File: config.mk
export PLATFORM = sky130hd
export DESIGN_NAME = audio_mix_mac
export DESIGN_NICKNAME = d
export VERILOG_FILES = /design/src/rtl/audio_mix_mac.sv
export SDC_FILE = /design/constraint.sdc
export NUM_CORES = 1
export LEC_CHECK = 0
export ABC_CLOCK_PERIOD_IN_PS = 23900
export CORE_MARGIN = 10
export CORE_UTILIZATION = 50
export DETAILED_ROUTE_END_ITERATION = 10
export PLACE_DENSITY = 0.71
export SLEW_MARGIN = 20
export SYNTH_ARGS = -nofsm -noshare
export SYNTH_HDL_FRONTEND = slang
export SYNTH_SLANG_ARGS = --single-unit
File: constraint.sdc
create_clock -name clk -period 23.9 [get_ports clk]
set_input_delay 4.78 -clock clk [delete_from_list [all_inputs] [get_ports clk]]
set_output_delay 4.78 -clock clk [all_outputs]
set_load 0.02 [all_outputs]
File: src/rtl/audio_mix_mac.sv
// N-channel stereo audio mixer: snapshots inputs on sample_ce, runs one multiply-accumulate
// per channel per clock into L/R accumulators, then scales, saturates and presents the mix.
module audio_mix_mac #(
    parameter int unsigned NCH = 4,
    parameter int unsigned IW  = 16,
    parameter int unsigned OW  = 16,
    parameter int unsigned GW  = 8,
    parameter int unsigned GF  = 5
) (
    input  logic                  clk,
    input  logic                  reset,
    input  logic                  sample_ce,
    input  logic [NCH*IW-1:0]     ch_in,
    input  logic [NCH-1:0]        ch_en,
    input  logic [NCH*GW-1:0]     gain_l,
    input  logic [NCH*GW-1:0]     gain_r,
    input  logic                  clr_flags,
    output logic signed [OW-1:0]  out_l,
    output logic signed [OW-1:0]  out_r,
    output logic signed [OW-1:0]  out_mono,
    output logic                  out_valid,
    output logic                  busy,
    output logic                  clip_l,
    output logic                  clip_r,
    output logic [7:0]            overrun_cnt
);

    localparam int unsigned ACCW = IW + GW + $clog2(NCH) + 1;
    localparam int unsigned CW   = (NCH > 1) ? $clog2(NCH) : 1;
    localparam int unsigned PW   = IW + GW + 1;
    localparam int unsigned OW1  = OW + 1;

    localparam logic signed [ACCW-1:0] ACC_MAX = ACCW'({1'b0, {(OW-1){1'b1}}});
    localparam logic signed [ACCW-1:0] ACC_MIN = ~ACC_MAX;
    localparam logic signed [OW-1:0]   OUT_MAX = {1'b0, {(OW-1){1'b1}}};
    localparam logic signed [OW-1:0]   OUT_MIN = ~OUT_MAX;

    typedef enum logic [1:0] {IDLE, ACC, SAT} state_t;

    state_t                  state;
    logic [CW-1:0]           ch_idx;
    logic [NCH*IW-1:0]       in_q;
    logic [NCH-1:0]          en_q;
    logic [NCH*GW-1:0]       gl_q;
    logic [NCH*GW-1:0]       gr_q;
    logic signed [ACCW-1:0]  acc_l;
    logic signed [ACCW-1:0]  acc_r;

    logic signed [IW-1:0]    cur_in;
    logic [GW-1:0]           cur_gl;
    logic [GW-1:0]           cur_gr;
    logic                    cur_en;
    logic signed [PW-1:0]    prod_l;
    logic signed [PW-1:0]    prod_r;
    logic signed [ACCW-1:0]  term_l;
    logic signed [ACCW-1:0]  term_r;
    logic signed [ACCW-1:0]  shr_l;
    logic signed [ACCW-1:0]  shr_r;
    logic                    clamp_l;
    logic                    clamp_r;
    logic signed [OW-1:0]    sat_l;
    logic signed [OW-1:0]    sat_r;

    // Current channel product (gain zero-extended, so it is always non-negative)
    always_comb begin
        cur_in = in_q[32'(ch_idx)*IW +: IW];
        cur_gl = gl_q[32'(ch_idx)*GW +: GW];
        cur_gr = gr_q[32'(ch_idx)*GW +: GW];
        cur_en = en_q[ch_idx];
        prod_l = PW'(cur_in) * PW'($signed({1'b0, cur_gl}));
        prod_r = PW'(cur_in) * PW'($signed({1'b0, cur_gr}));
        term_l = cur_en ? ACCW'(prod_l) : '0;
        term_r = cur_en ? ACCW'(prod_r) : '0;
    end

    // Scale by gain fraction (floor) and clamp to the output range
    always_comb begin
        shr_l   = acc_l >>> GF;
        shr_r   = acc_r >>> GF;
        clamp_l = (shr_l > ACC_MAX) || (shr_l < ACC_MIN);
        clamp_r = (shr_r > ACC_MAX) || (shr_r < ACC_MIN);
        sat_l   = clamp_l ? (shr_l[ACCW-1] ? OUT_MIN : OUT_MAX) : OW'(shr_l);
        sat_r   = clamp_r ? (shr_r[ACCW-1] ? OUT_MIN : OUT_MAX) : OW'(shr_r);
    end

    always_ff @(posedge clk or posedge reset) begin
        if (reset) begin
            state       <= IDLE;
            ch_idx      <= '0;
            in_q        <= '0;
            en_q        <= '0;
            gl_q        <= '0;
            gr_q        <= '0;
            acc_l       <= '0;
            acc_r       <= '0;
            out_l       <= '0;
            out_r       <= '0;
            out_mono    <= '0;
            out_valid   <= 1'b0;
            busy        <= 1'b0;
            clip_l      <= 1'b0;
            clip_r      <= 1'b0;
            overrun_cnt <= '0;
        end else begin
            out_valid <= 1'b0;
            case (state)
                IDLE: begin
                    if (sample_ce) begin
                        in_q   <= ch_in;
                        en_q   <= ch_en;
                        gl_q   <= gain_l;
                        gr_q   <= gain_r;
                        acc_l  <= '0;
                        acc_r  <= '0;
                        ch_idx <= '0;
                        busy   <= 1'b1;
                        state  <= ACC;
                    end
                end
                ACC: begin
                    acc_l  <= acc_l + term_l;
                    acc_r  <= acc_r + term_r;
                    ch_idx <= ch_idx + CW'(1);
                    if (ch_idx == CW'(NCH - 1)) begin
                        state <= SAT;
                    end
                end
                SAT: begin
                    out_l     <= sat_l;
                    out_r     <= sat_r;
                    out_mono  <= OW'((OW1'(sat_l) + OW1'(sat_r)) >>> 1);
                    out_valid <= 1'b1;
                    busy      <= 1'b0;
                    state     <= IDLE;
                end
                default: state <= IDLE;
            endcase

            // Sticky flags: a new event in the same cycle as clr_flags wins
            if (state == SAT && clamp_l) begin
                clip_l <= 1'b1;
            end else if (clr_flags) begin
                clip_l <= 1'b0;
            end
            if (state == SAT && clamp_r) begin
                clip_r <= 1'b1;
            end else if (clr_flags) begin
                clip_r <= 1'b0;
            end
            if (sample_ce && busy) begin
                if (clr_flags) begin
                    overrun_cnt <= 8'd1;
                end else if (overrun_cnt != 8'hFF) begin
                    overrun_cnt <= overrun_cnt + 8'd1;
                end
            end else if (clr_flags) begin
                overrun_cnt <= '0;
            end
        end
    end

endmodule

# Yosys cells after proc, flatten, opt, wreduce, memory -nomap -nowiden
# Cells that the tools add are included.
# totals
regBits	250
inputBits	136
out_inout_bits	60
elab_cells	80
# classes
n_addsub	5
multipliers	2
n_lt_le_gt_ge	5
eq_ne	6
n_shift	3
mux	26
reduce_logical	17
# op_table
op	n
27-bit one-hot mux with 2 select lines	2
27-bit two-way mux	3
16-bit two-way mux	4
32-bit by 6-bit indexed part select with 8-bit output	2
64-bit by 7-bit indexed part select with 16-bit output	1
27-bit adder	2
16-bit by 9-bit multiplier with 25-bit output	2
22-bit by 16-bit greater-than comparator with 1-bit output, second input constant	2
22-bit by 16-bit less-than comparator with 1-bit output, second input constant	2
8-bit two-way mux	4
16-bit by 16-bit adder with 17-bit output	1
2-bit nonzero test	6
2-bit AND reduction	5
8-bit by 1-bit adder with 8-bit output, second input constant	1
8-bit != test, second input constant	1
2-bit one-hot mux with 2 select lines	2
1-bit two-way mux	6
2-bit two-way mux	3
2-bit equality test, second input constant	2
2-bit != test, second input constant	2
1-bit logical AND	3
2-bit by 3-bit less-than comparator with 1-bit output, second input constant	1
2-bit by 1-bit adder with 2-bit output, second input constant	1
1-bit binary-select mux with 2-bit select	1
other kinds (4)	5

# Depth between registers and ports, before layout
# Gate-level depths: netlist (run 1).
# depth
depth_word	5
depth_mapped	36
mapped_depth_nobuf	34

# Worst setup path before layout (run 1)
# No wires, ideal clock.
# synth_timing
kind	register to register
start	register ch_idx[1]
end	register acc_l[25]
setup_time_ns	0.130
arrival_time_ns	7.318
slack_ns	16.452
path_stages_with_launch	33
path_buffers	4
synth_period_minus_slack_ns	7.448
cell_sequence	dfrtp_1 -> buf_2 -> buf_1 -> buf_2 -> mux4_2 -> clkbuf_1 -> nand2_1 -> fa_1 -> inv_1 -> fa_1 -> fa_1 -> inv_1 -> fa_1 -> inv_1 -> ha_1 -> nor4_2 -> a211oi_2 -> or3_1 -> a21oi_1 -> o21bai_1 -> a21oi_1 -> xor2_1 -> nor2_1 -> ha_1 -> a21o_1 -> a21o_1 -> a21oi_1 -> nand2_1 -> a31oi_1 -> o2111ai_1 -> a32oi_1 -> xnor2_1 -> o21ai_1
# synth_via
elab_chain_cells	5
word_cells_on_any_way	8
# synth_lines
item	line_no	source
from (decl)	41	logic [CW-1:0] ch_idx;
from (signal assigned)	123	ch_idx <= ch_idx + CW'(1);
64-bit by 7-bit indexed part select with 16-bit output, or another cell as far along	66	cur_in = in_q[32'(ch_idx)*IW +: IW];
16-bit by 9-bit multiplier with 25-bit output / 1-bit two-way mux (equally long branches)	70, 69	
27-bit two-way mux (*)	72	term_l = cur_en ? ACCW'(prod_l) : '0;
27-bit adder (*)	121	acc_l <= acc_l + term_l;
27-bit one-hot mux with 2 select lines (*)	106	case (state)
to (signal assigned)	121	
to (decl)	46	logic signed [ACCW-1:0] acc_l;
# Mark *: on every way between the ends. The rest lies on a longest branch, timed or not. The select of a mux whose other input is x is not followed.
# A chain may end at the register's enable or synchronous reset.

# Worst setup path in the final report (run 1)
# Same ends and word-level chain as after synthesis.

==> run_results.csv, run 1 <==
group,metric,value,unit
floorplanning,fp.coreArea,45300,sq um
global_routing,antenna_found_initial,0,
timing,finalHoldViolCount,0,
worst_setup_path,critPathMaxFanout,50,
logic_synthesis,syn_area_per_cell,9.53,sq um
timing,grt_setup_unrepaired,"false",
floorplanning,die-width,234,um
timing,clock-skew-final,0.0175,ns
timing,measured_slew_at_the_worst_slew_check_pin,0.997,ns
cells_and_area,post-route-util,58.3,%
worst_setup_path,worstPathRequired,24.33,ns
logic_synthesis,async_set_or_reset_register_ratio_after_synthesis,100,%
logic_synthesis,synth_nets,2908,
clock_tree,cts.root.buffer_cell,"sky130_fd_sc_hd__clkbuf_16",
worst_setup_path,endpoint_kind,"register",
logic_synthesis,synthesis.area,22800,sq um
global_routing,largest_net_degree_at_the_start_of_global_routing,124,
timing,timing.final.crit_period,8.15,ns
worst_setup_path,crit_slowest_cell,"sky130_fd_sc_hd__o21ai_1",
detailed_routing,drtIter0Drc,1036,
worst_setup_path,worst_ep_arrival_time,8.59,ns
logic_synthesis,synth_top_family_by_area,"adder cells",
logic_synthesis,netlist_instances,2397,
floorplanning,die_area,54600,sq um
clock_tree,post_cts_hold_buffer_count,0,
worst_setup_path,cpPeakStageDelay,0.74,ns
cells_and_area,antenna_cells,0,
timing,slew_violations,0,
place,port-buffer-count,195,
cells_and_area,layout-drive-gt1-share,10.9,%
detailed_routing,vias,17200,
cells_and_area,nNetsFinal,3059,
detailed_routing,drt_drc_violations_left,0,
global_routing,grt_pass1_wl,92900,um
cells_and_area,number_of_fill_cells,3964,
worst_setup_path,timing.reg2reg.worst_path_depth,29,
logic_synthesis,synth-edff-count,0,
worst_setup_path,r2r-start,"ch_idx[1]",
cells_and_area,final_cells,3168,
worst_setup_path,setup.reg_to_reg.worst_slack,15.75,ns
detailed_routing,antenna_violating_nets_post_route,0,
logic_synthesis,post_synth_mux_area_share,10.3,%
worst_setup_path,critical_path.reg2reg.endpoint,"acc_l[25]",
timing,report.final.setup_viol,0,
worst_setup_path,cp-startpoint,"ch_idx[1]",
clock_tree,clock_path_buffers,3,
global_routing,total_congestion_overflow_after_global_routing,0,
cells_and_area,synthToLayoutAreaGrowth,15.5,%
detailed_routing,wl_per_cell,17.7,um
floorplanning,num_io_pins,196,
worst_setup_path,path_common_cell,"sky130_fd_sc_hd__fa_1",
clock_tree,clock_latency,0.56,ns
clock_tree,cts_made_buffers,28,
clock_tree,htree_levels,1,
floorplanning,die_y,234,um
worst_setup_path,setup.worst_path.end,"acc_l[25]",
logic_synthesis,post_synth_and_or_nand_nor_area_fraction,12.6,%
timing,accumulated_negative_setup_slack,0,ns
detailed_routing,detail_route.vias_per_cell,5.42,
timing,timing.max_slew.rel_slack,33.1,%
logic_synthesis,synth-seq-cells,250,
outcome,run_status,"finished, final reports clean",
place,dp.final_hpwl,44700,um
floorplanning,placement_rows,78,
logic_synthesis,share_of_the_synthesized_area_in_compound_gates_ao_oa_aoi_oai,11.2,%
floorplanning,initial_standard_cell_utilization_of_the_core,50.5,%
clock_tree,clkTransAtPathRegs,0.06,ns
clock_tree,clock_sinks,250,
logic_synthesis,yosys_most_used_dff,"sky130_fd_sc_hd__dfrtp_1",
place,gpl.final_weighted_congestion,0.921,
place,dpl.cell_count,3118,
logic_synthesis,synth_xor_xnor_area_share,3.64,%
clock_tree,post_cts_resized,0,
timing,timing.fmax,0.123,GHz
detailed_routing,finalWirelength,56000,um
clock_tree,cts_tree,"done",
logic_synthesis,ys_warn_count,0,
logic_synthesis,synthDistinctLibCells,78,
global_routing,track_usage,20.7,%
clock_tree,cts.repair_timing.setup_buffer_count,0,
timing,period_utilisation_layout,34.1,%
job,drv_cap,0,
global_routing,grt_pass1_vias,18200,
detailed_routing,detailedRoute.firstPassIterationCount,5,
worst_hold_path,hold_path.class,"reg2reg",
logic_synthesis,synth.yosys.seq_area_share,27.4,%
logic_synthesis,yosys.area_share.adder,27.3,%
worst_setup_path,worstSetupStartpointType,"register",
worst_setup_path,setup.worst_path.class,"reg2reg",
==> through the flow <==
step                      hold WS [ns]  setup slack [ns]  instance area (sq um)
after CTS                        0.481             15.56                  26400
after global routing             0.506             15.19                  26400
after floorplan                  0.456             12.25                  22800
final                            0.476             15.75                  26400
after global placement           0.459             15.79                  25400
after detailed placement         0.469             15.54                  25400
==> kinds of logic after synthesis <==
logic type      after synthesis
compound gates              378
xor+xnor                     95
fa+ha+maj                   375
buf+inv                     455
flops                       250
mux                         193
simple gates                651
==> area by class of cell <==
cell class / instances / area [sq um] / area share (%)
well taps: 600 / 751 / 2.84
clock inverters: 13 / 221 / 0.839
repair buffers: 214 / 2100 / 7.95
multi-input cells: 1692 / 14900 / 56.5
inverters: 362 / 1370 / 5.18
flip-flops and latches: 250 / 6260 / 23.7
clock buffers: 37 / 786 / 2.98
==> sequential cells by signal, indices dropped and copies added (netlist names), 2 cells and up <==
signal,cells
in_q,64
out_l,16
gr_q,32
out_r,16
acc_l,27
en_q,4
state,2
overrun_cnt,8
acc_r,27
ch_idx,2
gl_q,32
out_mono,16
==> synth_stat cells, drive strengths merged (12+ instances only) <==
cell,count,area share [%]
a211oi,16,0.59
a21o,50,1.6
a21oi,75,1.7
a22o,12,0.46
and2,33,0.90
and3,14,0.41
clkbuf,82,1.3
dfrtp,250,27
fa,207,18
ha,168,9.2
inv,362,5.9
mux2,157,7.7
mux2i,18,0.79
mux4,18,1.8
nand2,300,4.9
nand2b,17,0.47
nand3,23,0.50
nor2,176,2.9
nor2b,23,0.63
nor3,22,0.58
o21a,31,1.0
o21ai,110,2.4
o21bai,14,0.46
xnor2,53,2.0
xor2,42,1.6
==> critical path, delay by kind of cell (launching register included) <==
kind            cells  cell delay [ns]
buf+inv             3             0.67
simple gates        5             1.00
flops               1             0.34
mux                 1             0.43
xor+xnor            2             0.30
compound gates     12             2.62
fa+ha+maj           6             2.62
==> how the worst min path moves through the flow <==
stage                       from      endpoint  slack [ns]  depth (start not counted)
global route            out_r[9]      out_r[9]        0.51                          2
finish              out_mono[11]  out_mono[11]        0.48                          2
global placement     out_mono[0]   out_mono[0]        0.46                          2
CTS                    out_l[11]     out_l[11]        0.48                          2
floorplan               acc_l[2]      acc_l[2]        0.46                          2
detailed placement     out_l[14]     out_l[14]        0.47                          2
==> cells in the final DEF, fill, tap and decap left out, types with 28 or more instances in the layout <==
| cell type | count |
|---|---|
| sky130_fd_sc_hd__clkdlybuf4s50_1 | 195 |
| sky130_fd_sc_hd__fa_1 | 207 |
| sky130_fd_sc_hd__a21oi_1 | 71 |
| sky130_fd_sc_hd__xnor2_1 | 53 |
| sky130_fd_sc_hd__o21ai_0 | 76 |
| sky130_fd_sc_hd__nor2_1 | 176 |
| sky130_fd_sc_hd__mux2_2 | 157 |
| sky130_fd_sc_hd__nand2_1 | 300 |
| sky130_fd_sc_hd__o21ai_1 | 28 |
| sky130_fd_sc_hd__a21o_1 | 50 |
| sky130_fd_sc_hd__xor2_1 | 42 |
| sky130_fd_sc_hd__inv_1 | 360 |
| sky130_fd_sc_hd__clkbuf_16 | 29 |
| sky130_fd_sc_hd__ha_1 | 168 |
| sky130_fd_sc_hd__and2_1 | 33 |
| sky130_fd_sc_hd__dfrtp_1 | 248 |
| sky130_fd_sc_hd__o21a_1 | 31 |
==> routing by layer <==
layer	share of wire (%)	track usage [%]	wire, um
met1	45	27.6	25100
met5	0	0	0
met4	3.6	6.59	2030
met3	5.9	3.65	3300
met2	46	33.9	25600
Power of run 1 is left out: the tool's default activity adds up to more than one toggle a clock period on the data nets, which glitch-free logic cannot reach.
==> run 2, diff against run 1 <==
ABC_CLOCK_PERIOD_IN_PS = 6790   (was 23900)
PLACE_DENSITY = 0.73   (was 0.71)
clock period = 6.79 ns   (was 23.9 ns; I/O delays follow)
==> run_results.csv, run 2 (synthesized netlist as in run 1, its figures left out) <==
group,metric,value,unit
detailed_routing,antenna_violating_nets_post_route,0,
worst_setup_path,crit_slowest_cell,"sky130_fd_sc_hd__fa_1",
cells_and_area,layout_top_registers,"in_q: 64 flops, gl_q: 32 flops, gr_q: 32 flops",
place,gpl.final_weighted_congestion,0.950,
floorplanning,die_y,234,um
outcome,run_status,"finished with violations",
cells_and_area,post-route-util,66.2,%
timing,timing.final.crit_period,7.23,ns
clock_tree,clock_latency,0.56,ns
timing,clock-skew-final,0.0155,ns
clock_tree,cts.root.buffer_cell,"sky130_fd_sc_hd__clkbuf_16",
worst_hold_path,hold_path_end,"out_l[0]",
worst_setup_path,setup.worst_path.class,"reg2reg",
clock_tree,clkTransAtPathRegs,0.06,ns
cells_and_area,antenna_cells,0,
timing,grt_setup_unrepaired,"true",
place,port-buffer-count,195,
timing,timing.max_slew.rel_slack,34.3,%
detailed_routing,finalWirelength,65500,um
cells_and_area,layout-drive-gt1-share,26.3,%
clock_tree,post_cts_hold_buffer_count,0,
worst_hold_path,holdPathStages,2,
floorplanning,num_io_pins,196,
worst_setup_path,path_common_cell,"sky130_fd_sc_hd__fa_1",
detailed_routing,drt_drc_violations_left,0,
place,dp.final_hpwl,48900,um
global_routing,total_congestion_overflow_after_global_routing,0,
global_routing,grt_pass1_wl,99700,um
cells_and_area,largest_register_ffs,64,
cells_and_area,layout_commonest_cell,"sky130_fd_sc_hd__inv_1",
cells_and_area,layout.cells.most_common_list,"334 x sky130_fd_sc_hd__inv_1, 271 x sky130_fd_sc_hd__nand2_1, 265 x sky130_fd_sc_hd__buf_4",
timing,report.final.setup_viol,19,
clock_tree,htree_levels,1,
timing,timing.fmax,0.138,GHz
detailed_routing,detail_route.vias_per_cell,5.40,
worst_setup_path,setup.reg_to_reg.worst_slack,-0.44,ns
worst_setup_path,r2r-start,"ch_idx[0]",
worst_hold_path,hp-start,"out_l[0]",
worst_setup_path,critPathMaxFanout,5,
floorplanning,fp.coreArea,45300,sq um
timing,measured_slew_at_the_worst_slew_check_pin,0.980,ns
clock_tree,clock_path_buffers,3,
worst_setup_path,cpPeakStageDelay,0.56,ns
timing,period_utilisation_layout,107,%
worst_setup_path,critical_path.reg2reg.endpoint,"acc_l[26]",
clock_tree,clock_sinks,250,
timing,postLayoutSetupSlackWorst,-0.441,ns
detailed_routing,vias,18800,
detailed_routing,wl_per_cell,18.9,um
floorplanning,die_area,54600,sq um
global_routing,largest_net_degree_at_the_start_of_global_routing,143,
worst_setup_path,worstPathRequired,7.28,ns
cells_and_area,top_register,"in_q",
worst_setup_path,worst_ep_arrival_time,7.72,ns
timing,slew_violations,0,
global_routing,track_usage,22.4,%
detailed_routing,detailedRoute.firstPassIterationCount,7,
floorplanning,die-width,234,um
floorplanning,initial_standard_cell_utilization_of_the_core,50.5,%
worst_setup_path,endpoint_kind,"register",
outcome,violations,"negative setup slack",
place,post_dp_cell_area,27500,sq um
place,placement_setup_slack,-0.444,ns
detailed_routing,drtIter0Drc,1137,
job,drv_cap,0,
timing,finalHoldViolCount,0,
clock_tree,cts_made_buffers,28,
global_routing,grt_pass1_vias,19300,
worst_setup_path,worstSetupStartpointType,"register",
global_routing,antenna_found_initial,0,
cells_and_area,postLayoutCellArea,30000,sq um
cells_and_area,synthToLayoutAreaGrowth,31.1,%
clock_tree,cts_tree,"done",
floorplanning,placement_rows,78,
worst_hold_path,hold_path.class,"reg2reg",
cells_and_area,nNetsFinal,3361,
worst_setup_path,timing.reg2reg.worst_path_depth,30,
-- run 2: cell types whose count changed in the layout (fill, tap and decap cells not counted), sizes merged --
cell and change:
buf +290, bufinv -4, clkbuf +2, clkinv +6
clkinvlp +3, inv -1, mux4 +8
-- run 2: what timing repair did --
action | 4_1_cts | 5_1_grt
cloned | 0 | 13
pin swaps | 5 | 87
setup buffers | 5 | 43
endpoints found under the setup margin | 20 | 28
gates resized for setup | 45 | 181
-- run 2: worst max path at each step --
stage / start / end / slack, ns / depth (start not counted)
CTS: ch_idx[1] / acc_r[26] / -0.32 / 28
floorplan: ch_idx[1] / acc_r[26] / 0.006 / 31
detailed placement: ch_idx[0] / acc_r[26] / -0.44 / 29
global placement: ch_idx[1] / acc_r[26] / -0.29 / 35
finish: ch_idx[0] / acc_l[26] / -0.44 / 30
global route: ch_idx[0] / acc_l[26] / -0.74 / 33
-- run 2: critical path, delay by kind of cell, from the launching register on --
family / cells / cell delay (ns)
flip-flops: 1 / 0.45
buffers and inverters: 6 / 0.60
adder cells (fa/ha/maj): 6 / 2.61
AO/OA/AOI/OAI: 8 / 1.64
AND/OR/NAND/NOR: 8 / 1.23
multiplexers: 1 / 0.50
XOR/XNOR: 1 / 0.14
-- run 2: metrics by stage --
step                      instances  TNS [ns]  hold WS, ns
final                          3472     -3.96        0.476
after global routing           3472    -10.09        0.502
after global placement         3358     -2.53        0.459
after CTS                      3415     -2.01        0.482
after detailed placement       3358     -3.67        0.469
after floorplan                2397         0        0.456
-- run 2: layer usage --
layer	GRT usage [%]	share of wire, %	vias to the layer above
met4	5.56	3.9	0
met5	0	0	-
met2	37.7	47	633
li1	-	-	8799
met3	3.35	6.3	164
met1	29.9	42	9167
-- run 2: area by class of cell --
cell class | instances | area (sq um)
inverters | 362 | 1370
well taps | 600 | 751
clock buffers | 35 | 788
repair buffers | 508 | 4730
flip-flops and latches | 250 | 6260
clock inverters | 17 | 163
fillers | 3490 | 15300
multi-input cells | 1700 | 15900
Power of run 2 is left out for the same reason.
